$ cat src/rtl/fir_ctrl.sv
// fir_ctrl: sequencing controller for the FIR engine (handshake, circular buffer, MAC schedule, stream I/O)
module fir_ctrl #(
  parameter int pADDR_WIDTH = 12,
  parameter int pDATA_WIDTH = 32,
  parameter int Tape_Num = 11
) (
  input  logic                   axis_clk,
  input  logic                   axis_rst,
  input  logic                   ap_start,
  input  logic [31:0]            data_length,
  input  logic                   ap_done_clr,
  output logic                   ap_done,
  output logic                   ap_idle,
  output logic                   cfg_tap_gnt,
  input  logic [pDATA_WIDTH-1:0] ss_tdata,
  input  logic                   ss_tvalid,
  output logic                   ss_tready,
  input  logic                   ss_tlast,
  output logic [pDATA_WIDTH-1:0] sm_tdata,
  output logic                   sm_tvalid,
  input  logic                   sm_tready,
  output logic                   sm_tlast,
  output logic                   tap_EN,
  output logic [pADDR_WIDTH-1:0] tap_A,
  input  logic [pDATA_WIDTH-1:0] tap_Do,
  output logic                   data_EN,
  output logic [3:0]             data_WE,
  output logic [pADDR_WIDTH-1:0] data_A,
  output logic [pDATA_WIDTH-1:0] data_Di,
  input  logic [pDATA_WIDTH-1:0] data_Do
);
  localparam int IW = $clog2(Tape_Num + 1);
  localparam logic [IW-1:0] LAST = IW'(Tape_Num - 1);
  localparam logic [IW-1:0] NTAP = IW'(Tape_Num);
  typedef enum logic [2:0] {IDLE, CLEAR, WAIT_IN, MAC, OUT} state_t;
  state_t state, next;
  logic [IW-1:0] idx, head, didx;
  logic [31:0] cnt, len;
  logic [pDATA_WIDTH-1:0] acc;
  logic signed [pDATA_WIDTH-1:0] prod;
  logic go, last, set_done, unused;
  function automatic logic [pADDR_WIDTH-1:0] addr(input logic [IW-1:0] i);
    return pADDR_WIDTH'({i, 2'b00});
  endfunction
  assign go = state == IDLE && ap_start && |data_length;
  assign last = cnt == len;
  assign set_done = (state == IDLE && ap_start && ~|data_length) || (state == OUT && sm_tready && last);
  assign didx = head >= idx ? head - idx : head + NTAP - idx;
  assign prod = $signed(tap_Do) * $signed(data_Do);
  assign cfg_tap_gnt = ap_idle;
  assign sm_tlast = state == OUT && last;
  assign sm_tdata = state == OUT ? acc : '0;
  assign unused = ss_tlast;
  // state register; async reset aborts any run in progress
  always_ff @(posedge axis_clk or posedge axis_rst)
    if (axis_rst) state <= IDLE;
    else state <= next;
  // next-state and RAM/stream strobes, all decoded from the current state
  always_comb begin
    next = state;
    ap_idle = 1'b0;
    ss_tready = 1'b0;
    sm_tvalid = 1'b0;
    tap_EN = 1'b0;
    tap_A = '0;
    data_EN = 1'b0;
    data_WE = 4'h0;
    data_A = '0;
    data_Di = '0;
    case (state)
      IDLE: begin
        ap_idle = 1'b1;
        next = go ? CLEAR : IDLE;
      end
      CLEAR: begin
        data_EN = 1'b1;
        data_WE = 4'hF;
        data_A = addr(idx);
        next = idx == LAST ? WAIT_IN : CLEAR;
      end
      WAIT_IN: begin
        ss_tready = 1'b1;
        data_EN = ss_tvalid;
        data_WE = ss_tvalid ? 4'hF : 4'h0;
        data_A = addr(head);
        data_Di = ss_tdata;
        next = ss_tvalid ? MAC : WAIT_IN;
      end
      MAC: begin
        tap_EN = idx <= LAST;
        data_EN = idx <= LAST;
        tap_A = idx <= LAST ? addr(idx) : '0;
        data_A = idx <= LAST ? addr(didx) : '0;
        next = idx == NTAP ? OUT : MAC;
      end
      OUT: begin
        sm_tvalid = 1'b1;
        next = sm_tready ? (last ? IDLE : WAIT_IN) : OUT;
      end
      default: next = IDLE;
    endcase
  end
  // datapath: step counter, buffer head, sample count, accumulator and sticky done
  always_ff @(posedge axis_clk or posedge axis_rst)
    if (axis_rst) begin
      idx <= '0;
      head <= '0;
      cnt <= '0;
      len <= '0;
      acc <= '0;
      ap_done <= 1'b0;
    end else begin
      idx <= (next == state && (state == CLEAR || state == MAC)) ? idx + 1'b1 : '0;
      if (go) begin
        cnt <= '0;
        head <= '0;
        len <= data_length;
      end
      if (state == WAIT_IN && ss_tvalid) begin
        cnt <= cnt + 1;
        acc <= '0;
      end
      if (state == MAC && idx != 0) acc <= acc + prod;
      if (state == OUT && sm_tready) head <= head == LAST ? '0 : head + 1'b1;
      ap_done <= set_done ? 1'b1 : (go || ap_done_clr) ? 1'b0 : ap_done;
    end
endmodule

$ cat config.mk
export PLATFORM = sky130hd
export DESIGN_NAME = fir_ctrl
export DESIGN_NICKNAME = d
export VERILOG_FILES = /design/src/rtl/fir_ctrl.sv
export SDC_FILE = /design/constraint.sdc
export NUM_CORES = 2
export LEC_CHECK = 0
export BUFFER_PORTS_ARGS = -buffer_cell sky130_fd_sc_hd__buf_2
export CAP_MARGIN = 40
export CORE_ASPECT_RATIO = 1.1
export CORE_UTILIZATION = 57
export CTS_CLUSTER_SIZE = 24
export DETAILED_ROUTE_END_ITERATION = 8
export GPL_ROUTABILITY_DRIVEN = 0
export PLACE_DENSITY = 0.87
export SETUP_SLACK_MARGIN = 0.5
export SLEW_MARGIN = 0
export SYNTH_ARGS = -nofsm -noshare
export SYNTH_HDL_FRONTEND = slang
export SYNTH_SLANG_ARGS = --single-unit
$ cat constraint.sdc
create_clock -name axis_clk -period 6 [get_ports axis_clk]
set_input_delay 1.2 -clock axis_clk [delete_from_list [all_inputs] [get_ports axis_clk]]
set_output_delay 1.2 -clock axis_clk [all_outputs]
set_load 0.03 [all_outputs]
==> results.yml <==
setup_path:
  arrival_ps: 7830
  path_delay_family: "adder cells"
  endpoint_kind: "register"
  required_ps: 6220
  rrSetupSlack_ps: -980
  r2r-end: "acc[28]"
  cp_num_buf_inv: 7
  crit_start: "data_Do[2]"
  cp-start-kind: "primary input"
  path_class: "in -> reg"
  cpPeakStageDelay_ps: 570
  reg2reg_from: "acc[19]"
  cpMaxStageDelayCell: "fa_1"
  worst_path_most_repeated_cell: "fa_1"
  rr_worst_depth: 22
  cp_max_fo: 17
  crit_chain: "buf_6 > and2_1 > fa_1 > fa_1 > inv_1 > fa_1 > fa_1 > inv_2 > fa_1 > fa_1 > fa_1 > inv_1 > fa_1 > inv_2 > ha_4 > nand2_1 > nor2_4 > buf_4 > o211ai_1 > o21ai_2 > buf_4 > nand2_1 > xor2_1 > o21ai_0"
clock_network:
  cts.hold.buffers_added: 0
  cts_buffer_depth: 2
  cts_tree: "yes"
  htree_levels: 3
  numCtsBuffers: 9
  cts.clk_slew.worst_paths_ps: 90
  clock_latency_ps: 390
  cts-root-buf: "clkbuf_16"
  numClockSinks: 108
logic_synthesis:
  ys_top_cells_by_count: "inv_1 (536), fa_1 (441), and2_1 (366), nand2_1 (284), ha_1 (164)"
  synth_edf_count: 0
  synthTopCellsByArea: "fa_1 (38%), dfrtp_1 (12%), and2_1 (9.9%)"
  syn_inst: 2521
  yosysMostFrequentCell: "inv_1"
  yosys.cell_types.count: 58
  yosysWarnings: 0
  avgSynthCellArea_um2: 9.14
  ys_seq_area_share_pct: 11.7
  netlist_area_mm2: 0.0230
  ys_seq_elements: 108
  async_flop_share_pct: 100
  synth_top_cell_by_area: "fa_1"
  netlist.area_leader.share_pct: 38.3
  ys.flop_type: "dfrtp_1"
floorplan:
  dieArea_mm2: 0.0412
  start_util_pct: 58.4
  io_pins: 235
  core_mm2: 0.0395
  rows: 76
  die_y_um: 213
  fp.dieW_um: 194
global_route:
  antenna_found_initial: 5
  grt_pass1_vias: 22520
  overflow: 0
  grt_pass1_wl_um: 119000
  grt_max_degree: 61
  gr-usage-all-layers_pct: 38.0
sta:
  hold_viol: 0
  relSlewSlack_pct: 41.1
  min_period_ps: 7610
  period_share_pct: 127
  setup_violations: 22
  fin_skew_ps: 22.2
  fmaxAchievable_mhz: 131
  rsz0062_at_grt: "yes"
  worst_pin_slew_ps: 873
  maxSlewViolCount: 0
  fin_ws_ps: -1610
hold_path:
  min_path_type: "reg -> reg"
  whs_endpoint: "acc[22]"
  hold_path_depth: 2
  worstHoldStart: "acc[22]"
route:
  wl_um: 79900
  num_vias: 20515
  avgViaCountPerCell: 6.03
  drt_pass1_iterations: 7
  drt-initial-drc-count: 2093
  wl_per_cell_um: 23.5
  drc: 0
  ant_nets: 0
layout:
  nets: 3623
  seq_area_mm2: 0.00270
  multi_input_area_mm2: 0.0188
  final_layout_size_suffix_gt1_share_pct: 24.9
  area_growth_pct: 22.2
  final_util_pct: 71.3
  fillers: 2286
outcome:
  violations: "negative setup slack"
  status: "finished with violations"
placement:
  dp_hpwl_um: 56100
  io_buffers: 217
run:
  maxCapViolCount: 0
==> timing repair <==
action / CTS / global route
gates cloned: 2 / 2
resized for setup: 252 / 45
buffers inserted: 36 / 13
pin swaps: 111 / 75
setup endpoints to repair: 25 / 25
==> cells by family after synthesis <==
kind of cell	Yosys count	share of synthesized area (%)
AND/OR/NAND/NOR	809	18.3
buffers and inverters	668	11.3
adder cells (fa/ha/maj)	605	47.2
AO/OA/AOI/OAI	157	4.32
XOR/XNOR	128	4.97
flip-flops	108	11.7
multiplexers	45	2.14
other	1	0.0163
==> final cells by class <==
| cell class | count | area share (%) |
|---|---|---|
| clock inverter | 6 | 0.285 |
| multi-input combinational | 1760 | 66.7 |
| tap | 507 | 2.25 |
| timing repair buffer | 468 | 13.1 |
| sequential | 108 | 9.60 |
| antenna | 6 | 0.0534 |
| clock buffer | 10 | 0.814 |
| inverter | 536 | 7.17 |
==> worst reg2reg max path, stage by stage, from the launching register on <==
cell,delay [ps]
dfrtp_1,470
fa_1,530
fa_1,530
inv_1,260
fa_1,510
fa_1,570
inv_2,50
fa_1,530
fa_1,450
fa_1,500
inv_1,50
fa_1,500
inv_2,50
ha_4,260
nand2_1,80
nor2_4,140
buf_4,140
o211ai_1,200
o21ai_2,270
buf_4,150
nand2_1,80
xor2_1,300
o21ai_0,200
==> metal layers <==
layer	share of wire (%)	vias to the layer above	GRT usage [%]
li1	-	8207	-
met1	30	9891	40.7
met2	47	1741	63.5
met3	12	674	10.0
met4	10	2	32.3
met5	0.014	-	0
==> per-stage QoR <==
step / setup TNS, ps / std cells / hold slack, ps / setup slack [ps] / instance area, um^2
after global placement: -28880 / 3321 / 460 / -1720 / 26100
after floorplan: -16010 / 2536 / 449 / -1170 / 23500
after CTS: -18870 / 3380 / 499 / -1160 / 27800
after global routing: -27770 / 3397 / 538 / -1770 / 28100
final: -24540 / 3401 / 500 / -1610 / 28100
after detailed placement: -31640 / 3326 / 482 / -1910 / 26100
==> worst max path at each step <==
stage               endpoint  slack [ps]  depth (start not counted)
CTS                  acc[31]       -1160                         24
floorplan            acc[31]       -1170                         25
global route         acc[31]       -1770                         24
detailed placement   acc[31]       -1910                         24
finish               acc[28]       -1610                         24
global placement     acc[31]       -1720                         24
==> cell usage in the layout (no fill, tap or decap), drive strengths merged, types with 2 or more instances in the layout <==
master,netlist,layout
nand4,14,14
xnor2,103,103
a22o,6,6
o21ai,60,60
a31oi,3,3
a211oi,4,4
nor2,52,52
or3,5,5
clkbuf,97,12
dfrtp,108,108
ha,164,164
or2,3,3
a32o,2,2
and2,366,366
nor4,11,11
mux2i,11,11
nor2b,5,5
o22ai,4,4
nand2,291,291
clkinv,0,2
inv,536,539
o21bai,2,2
conb,1,16
o211ai,13,13
and3,8,8
mux2,34,34
xor2,25,25
nor3,7,7
nand3,37,37
a22oi,4,4
o31ai,10,10
nand2b,7,7
diode,0,6
a21o,15,15
o21a,3,3
fa,441,441
a21oi,22,22
buf,35,465
==> registers in the layout (all words and copies together) (netlist names) <==
register / cells
acc: 32
ap_done: 1
cnt: 32
head: 4
idx: 4
len: 32
state: 3
Power is not shown: default switching activity piles up to over one toggle a cycle in this logic, so the estimate is an artifact.
